--- config.mk ---
export PLATFORM = sky130hd
export DESIGN_NAME = apb_slave_mem
export DESIGN_NICKNAME = d
export VERILOG_FILES = /design/src/rtl/apb_pkg.sv /design/src/rtl/apb_regfile.sv /design/src/rtl/apb_slave_mem.sv
export SDC_FILE = /design/constraint.sdc
export NUM_CORES = 1
export LEC_CHECK = 0
export BUFFER_PORTS_ARGS = -buffer_cell sky130_fd_sc_hd__buf_2
export CORE_MARGIN = 5
export CORE_UTILIZATION = 45
export DETAILED_ROUTE_END_ITERATION = 7
export GPL_TIMING_DRIVEN = 1
export PLACE_DENSITY = 0.62
export SLEW_MARGIN = 20
export SYNTH_ARGS = -nofsm -noshare
export SYNTH_HDL_FRONTEND = slang
export SYNTH_HIERARCHICAL = 1
export SYNTH_SLANG_ARGS = --single-unit
--- constraint.sdc ---
create_clock -name PCLK -period 3.99 [get_ports PCLK]
set_clock_uncertainty 0.1 [all_clocks]
set_input_delay 0.5985 -clock PCLK [delete_from_list [all_inputs] [get_ports PCLK]]
set_output_delay 0.5985 -clock PCLK [all_outputs]
set_load 0.02 [all_outputs]
--- src/rtl/apb_pkg.sv ---
// Shared types and default widths for the APB register-memory completer.
package apb_pkg;

  localparam int unsigned APB_ADDR_W = 32;
  localparam int unsigned APB_DATA_W = 32;

  typedef enum logic [1:0] {
    APB_IDLE,
    APB_SETUP,
    APB_ACCESS
  } apb_state_e;

endpackage

--- src/rtl/apb_regfile.sv ---
// DEPTH x DATA_W word store: async clear, one write port, one combinational read port.
module apb_regfile
  import apb_pkg::*;
#(
  parameter int unsigned DEPTH  = 16,
  parameter int unsigned DATA_W = APB_DATA_W
) (
  input  logic                     clk,
  input  logic                     rst_n,
  input  logic                     we,
  input  logic [$clog2(DEPTH)-1:0] widx,
  input  logic [DATA_W-1:0]        wdata,
  input  logic [$clog2(DEPTH)-1:0] ridx,
  output logic [DATA_W-1:0]        rdata
);

  logic [DATA_W-1:0] mem [DEPTH];

  // Every word clears on reset; a single word is written per enabled edge.
  always_ff @(posedge clk or negedge rst_n) begin
    if (!rst_n) begin
      mem <= '{default: '0};
    end else if (we) begin
      mem[widx] <= wdata;
    end
  end

  // Read port has no latency so the completion cycle sees the current contents.
  always_comb begin
    rdata = mem[ridx];
  end

endmodule

--- src/rtl/apb_slave_mem.sv ---
// APB3 completer backed by a word-addressed register memory with fixed wait states.
module apb_slave_mem
  import apb_pkg::*;
#(
  parameter int unsigned       ADDR_W      = APB_ADDR_W,
  parameter int unsigned       DATA_W      = APB_DATA_W,
  parameter int unsigned       DEPTH       = 16,
  parameter logic [ADDR_W-1:0] BASE_ADDR   = '0,
  parameter int unsigned       WAIT_STATES = 0
) (
  input  logic              PCLK,
  input  logic              PRESETn,
  input  logic [ADDR_W-1:0] PADDR,
  input  logic [DATA_W-1:0] PWDATA,
  input  logic              PWRITE,
  input  logic              PSEL,
  input  logic              PENABLE,
  output logic              PREADY,
  output logic [DATA_W-1:0] PRDATA
);

  localparam int unsigned       IDX_W     = $clog2(DEPTH);
  localparam logic [ADDR_W-1:0] SPAN      = ADDR_W'(4 * DEPTH);
  localparam logic [3:0]        WAIT_INIT = 4'(WAIT_STATES);

  apb_state_e        state_q, state_d;
  logic [ADDR_W-1:0] addr_q, addr_d;
  logic              write_q, write_d;
  logic [DATA_W-1:0] wdata_q, wdata_d;
  logic [3:0]        wait_q, wait_d;
  logic              pready_q, pready_d;

  logic [ADDR_W-1:0] off;
  logic              hit;
  logic [IDX_W-1:0]  idx;
  logic              done;
  logic              mem_we;
  logic [DATA_W-1:0] rdata;

  // Decode the latched address; misaligned or out-of-window accesses are misses.
  always_comb begin
    off = addr_q - BASE_ADDR;
    hit = (off < SPAN) && (off[1:0] == 2'b00);
    idx = off[IDX_W+1:2];
  end

  // pready_q is only ever set inside a transfer, so this marks the completion cycle.
  always_comb begin
    done = PSEL & PENABLE & pready_q;
  end

  // Next-state: a SETUP cycle (PSEL & !PENABLE) always starts a fresh transfer, which also
  // covers back-to-back; PREADY is precomputed one cycle ahead so it can be registered.
  always_comb begin
    state_d  = state_q;
    addr_d   = addr_q;
    write_d  = write_q;
    wdata_d  = wdata_q;
    wait_d   = wait_q;
    pready_d = 1'b0;
    mem_we   = 1'b0;
    if (!PSEL) begin
      // Idle bus, or master abandoned the transfer before completion.
      state_d = APB_IDLE;
    end else if (!PENABLE) begin
      state_d  = APB_SETUP;
      addr_d   = PADDR;
      write_d  = PWRITE;
      wdata_d  = PWDATA;
      wait_d   = WAIT_INIT;
      pready_d = (WAIT_INIT == 4'd0);
    end else begin
      case (state_q)
        APB_SETUP, APB_ACCESS: begin
          if (pready_q) begin
            mem_we  = write_q & hit;
            state_d = APB_IDLE;
          end else begin
            state_d  = APB_ACCESS;
            wait_d   = wait_q - 4'd1;
            pready_d = (wait_q == 4'd1);
          end
        end
        // PENABLE without a preceding SETUP is ignored.
        default: state_d = APB_IDLE;
      endcase
    end
  end

  // State and transfer-context registers; reset aborts any transfer in flight.
  always_ff @(posedge PCLK or negedge PRESETn) begin
    if (!PRESETn) begin
      state_q  <= APB_IDLE;
      addr_q   <= '0;
      write_q  <= 1'b0;
      wdata_q  <= '0;
      wait_q   <= '0;
      pready_q <= 1'b0;
    end else begin
      state_q  <= state_d;
      addr_q   <= addr_d;
      write_q  <= write_d;
      wdata_q  <= wdata_d;
      wait_q   <= wait_d;
      pready_q <= pready_d;
    end
  end

  apb_regfile #(
    .DEPTH (DEPTH),
    .DATA_W(DATA_W)
  ) u_regfile (
    .clk  (PCLK),
    .rst_n(PRESETn),
    .we   (mem_we),
    .widx (idx),
    .wdata(wdata_q),
    .ridx (idx),
    .rdata(rdata)
  );

  // Outputs: read data is driven only in a read completion cycle that hits the window.
  always_comb begin
    PREADY = pready_q;
    PRDATA = (done && !write_q && hit) ? rdata : '0;
  end

endmodule

==> run summary <==
The number of synthesis warnings is 6. The maximum number of pins on one net before global-route repair came out at 146. TritonCTS built the clock tree. The later-pin clock latency in the skew report is 0.62 ns. The number of antenna violations at the first check in global routing came out at 4.

The gate count after technology mapping came out at 1660. The post-CTS resize count is 0. The first-pass GRT wire length came out at 100.1 mm.

After synthesis the netlist holds a flip-flop and latch count of 584. In this run, the number of DRC markers left after iteration 0 of detailed routing was 920. The summed instance area of the synthesized netlist is 26220 um^2. The analysis attributes to cell leakage a power of 14.22 nW. The half-perimeter wire length of the detailed placement result is 39.05 mm. After detailed routing, the number of remaining DRC violations is 0.

The nature of the critical path startpoint is a flop. The width of the die came out at 251.4 um. The largest incremental delay on the critical path is 0.71 ns.

The effective utilization at floorplan came out at 45.45%. The count of final setup violators came out at 0. The worst register-to-register path has a setup slack of 0.60 ns. Global routing finished with a remaining overflow of 0. The die area is 63200 um^2.

The routed via count came out at 14780. The post-layout utilization of the core came out at 51.84%. The min-delay analysis places its worst path in the category input pin to flop. After detailed routing, the average wire length per cell comes to 24.86 um. The hold violation count in the final report is 0. The number of antenna diodes in the final layout is 0. In the finished design, the share of the clock period the worst path needs comes to 96.50%. The maximum net fanout on the critical path is 13. By startpoint and endpoint, the worst setup path is classified as flop to output pin. Yosys mapped the design onto 37 distinct sky130hd cell types. Summing the sequential cell areas from Yosys gives 55.73% of the chip area. The buffers inserted during post-CTS setup optimization is 0. The number of global-route vias before repair is 16240. Dividing total power by cell area gives a power density of 439.9 nW/um^2. The number of buffers inserted during clock tree synthesis came out at 59. The vertical die dimension came out at 251.4 um. The CTS root buffer is sky130_fd_sc_hd__clkbuf_16. The first-pass iteration count of the detailed router is 5. Max-cap violations in this run came to 0. The total length of routed wires is 63.31 mm. The final max-slew violation count came out at 0.

The post-synthesis area per instance is 15.80 um^2. The overall track demand over capacity in global routing is 20.37%. The transition time at the pin with the least slew margin is 0.9892 ns. The clock net in this run drives a total of 584 sinks. The clock-pin transition on the worst setup and hold timing paths is 0.06 ns. The floorplan step defined a core boundary enclosing 57700 um^2. Setup repair after global routing left no endpoint under its margin. IR analysis of the VDD net gives a maximum drop of 0.3681 mV. The critical path buffer and inverter count is 3.

The worst pin sits at a relative slew slack of 34.05%. The number of buffers added on ports is 101. Adding up every negative setup slack in the final design gives 0 ns. For this run, the top clock speed supported by timing is 259.7 MHz.

The worst path arrival time is 3.15 ns. The standard-cell row count came out at 88. The maximum number of buffers from clock root to sink is 3. The flow ran to the end, and the final reports show no timing, DRC or antenna violations. The boundary pin count came out at 102. The area growth from synthesis to layout came out at 14.06%. The count of nets left with antenna violations once routing finished came out at 0. The cell family contributing the most delay on the critical path is simple AND/OR/NAND/NOR gates. At the end of routability-driven placement, the weighted congestion stood at 0.7483.

The worst hold-check slack came out at 0.1033 ns. Counting the fill cells in the layout gives 4800. The largest individual stage delay along the critical path comes from the cell sky130_fd_sc_hd__dfrtp_1.

The number of H-tree branching levels came out at 2. The capturing element type of the critical path is an output pin. The post-synth net total is 1731. The signal on the critical path passes through nor2b_4 > buf_4 > a22oi_1 > nand2_1 > inv_1 > nor4_1 > buf_2. The clock period minus final worst setup slack came out at 3.850 ns.

The ratio of cells with drive above 1 in the final layout came out at 57.24%. The net count reported at finish is 1805. The worst endpoint required time came out at 3.29 ns. The via density per instance is 5.801.
==> repair_timing <==
action	CTS	global route
hold buffers	1	0
setup endpoints to repair	0	0
endpoints found under the hold margin	5	0
==> through the flow <==
step	setup slack (ns)	instances	power (mW)	area, um^2
after CTS	0.1020	2546	13.33	29880
final	0.1398	2547	13.16	29910
after detailed placement	0.4305	2436	7.380	27770
after global routing	0.02780	2547	13.65	29910
after floorplan	1.070	1660	6.860	26220
after global placement	0.5115	2436	7.358	27770
==> cell usage in the layout (no fill, tap or decap), drive strengths merged <==
| cell type | n |
|---|---|
| a221o | 1 |
| nand2b | 3 |
| clkbuf | 86 |
| nor4b | 1 |
| xor2 | 1 |
| or4 | 1 |
| nand4 | 2 |
| nor2 | 8 |
| clkinv | 14 |
| mux4 | 128 |
| a21oi | 2 |
| nor2b | 5 |
| nand2 | 36 |
| mux2 | 577 |
| or3 | 2 |
| and4bb | 1 |
| inv | 37 |
| dfrtp | 584 |
| and2 | 2 |
| clkinvlp | 1 |
| buf | 157 |
| xnor2 | 1 |
| o2bb2ai | 2 |
| nand3 | 4 |
| nor4 | 38 |
| and4 | 1 |
| o21bai | 1 |
| ha | 2 |
| bufinv | 7 |
| a211oi | 1 |
| dlygate4sd3 | 1 |
| a22oi | 64 |
| nand3b | 2 |
| nor3 | 9 |
==> area by class of cell <==
cell class	count	area, um^2	area share, %
sequential	584	14620	48.89
multi-input combinational	895	10940	36.56
clock buffer	86	1799	6.015
timing repair buffer	158	1154	3.857
tap	765	957.2	3.200
clock inverter	23	307.8	1.029
inverter	36	135.1	0.4518
==> Yosys cell counts (all sizes together) <==
library cell	n	area share, %
dfrtp	584	56
mux2	577	25
mux4	128	11
buf	77	1.6
clkbuf	68	0.97
a22oi	64	1.8
nor4	38	1.8
inv	36	0.52
nand2	36	0.52
nor3	9	0.19
nor2	8	0.11
nor2b	5	0.12
nand3	4	0.076
nand2b	3	0.072
a21oi	2	0.038
and2	2	0.048
ha	2	0.095
nand3b	2	0.057
nand4	2	0.072
o2bb2ai	2	0.067
or3	2	0.048
a211oi	1	0.029
a221o	1	0.038
and4	1	0.033
and4bb	1	0.048
nor4b	1	0.057
o21bai	1	0.029
or4	1	0.029
xnor2	1	0.033
xor2	1	0.033
==> cell families after synthesis <==
| family | count (synthesis) | share of synthesized area, % |
|---|---|---|
| compound gates | 71 | 2.033 |
| xor+xnor | 2 | 0.06681 |
| fa+ha+maj | 2 | 0.09541 |
| buf+inv | 181 | 3.058 |
| flops | 584 | 55.73 |
| mux | 705 | 35.77 |
| simple gates | 115 | 3.249 |
==> flip-flops by register name (all words and copies together), names as in the netlist <==
name	flops
PREADY	1
addr_q	32
state_q	2
u_regfile/mem	512
wait_q	4
wdata_q	32
write_q	1
==> per-layer routing <==
| metal | wire length [um] | up-vias | GRT usage (%) |
|---|---|---|---|
| met5 | 46 | - | 0 |
| met4 | 1317 | 6 | 4.927 |
| met3 | 2671 | 80 | 3.538 |
| met2 | 30230 | 257 | 32.88 |
| met1 | 29040 | 8101 | 29.21 |
| li1 | - | 6331 | - |
==> where the power goes <==
group          internal, mW  switching (mW)  total [mW]
clock                  3.56            2.34        5.90
sequential             6.03           0.322        6.35
combinational         0.363           0.545       0.907
==> path summary, 6_finish.rpt <==
kind,startpoint,end,cells after the start
max in group asynchronous,PRESETn,u_regfile/mem[246],3
max reg2reg,addr_q[30],u_regfile/mem[454],6
min reg2reg,u_regfile/mem[230],u_regfile/mem[230],1
max,addr_q[4],PRDATA[0],7
min,PWDATA[24],wdata_q[24],2
min in group asynchronous,PRESETn,wdata_q[2],2
(Power assumes the default switching activity.)
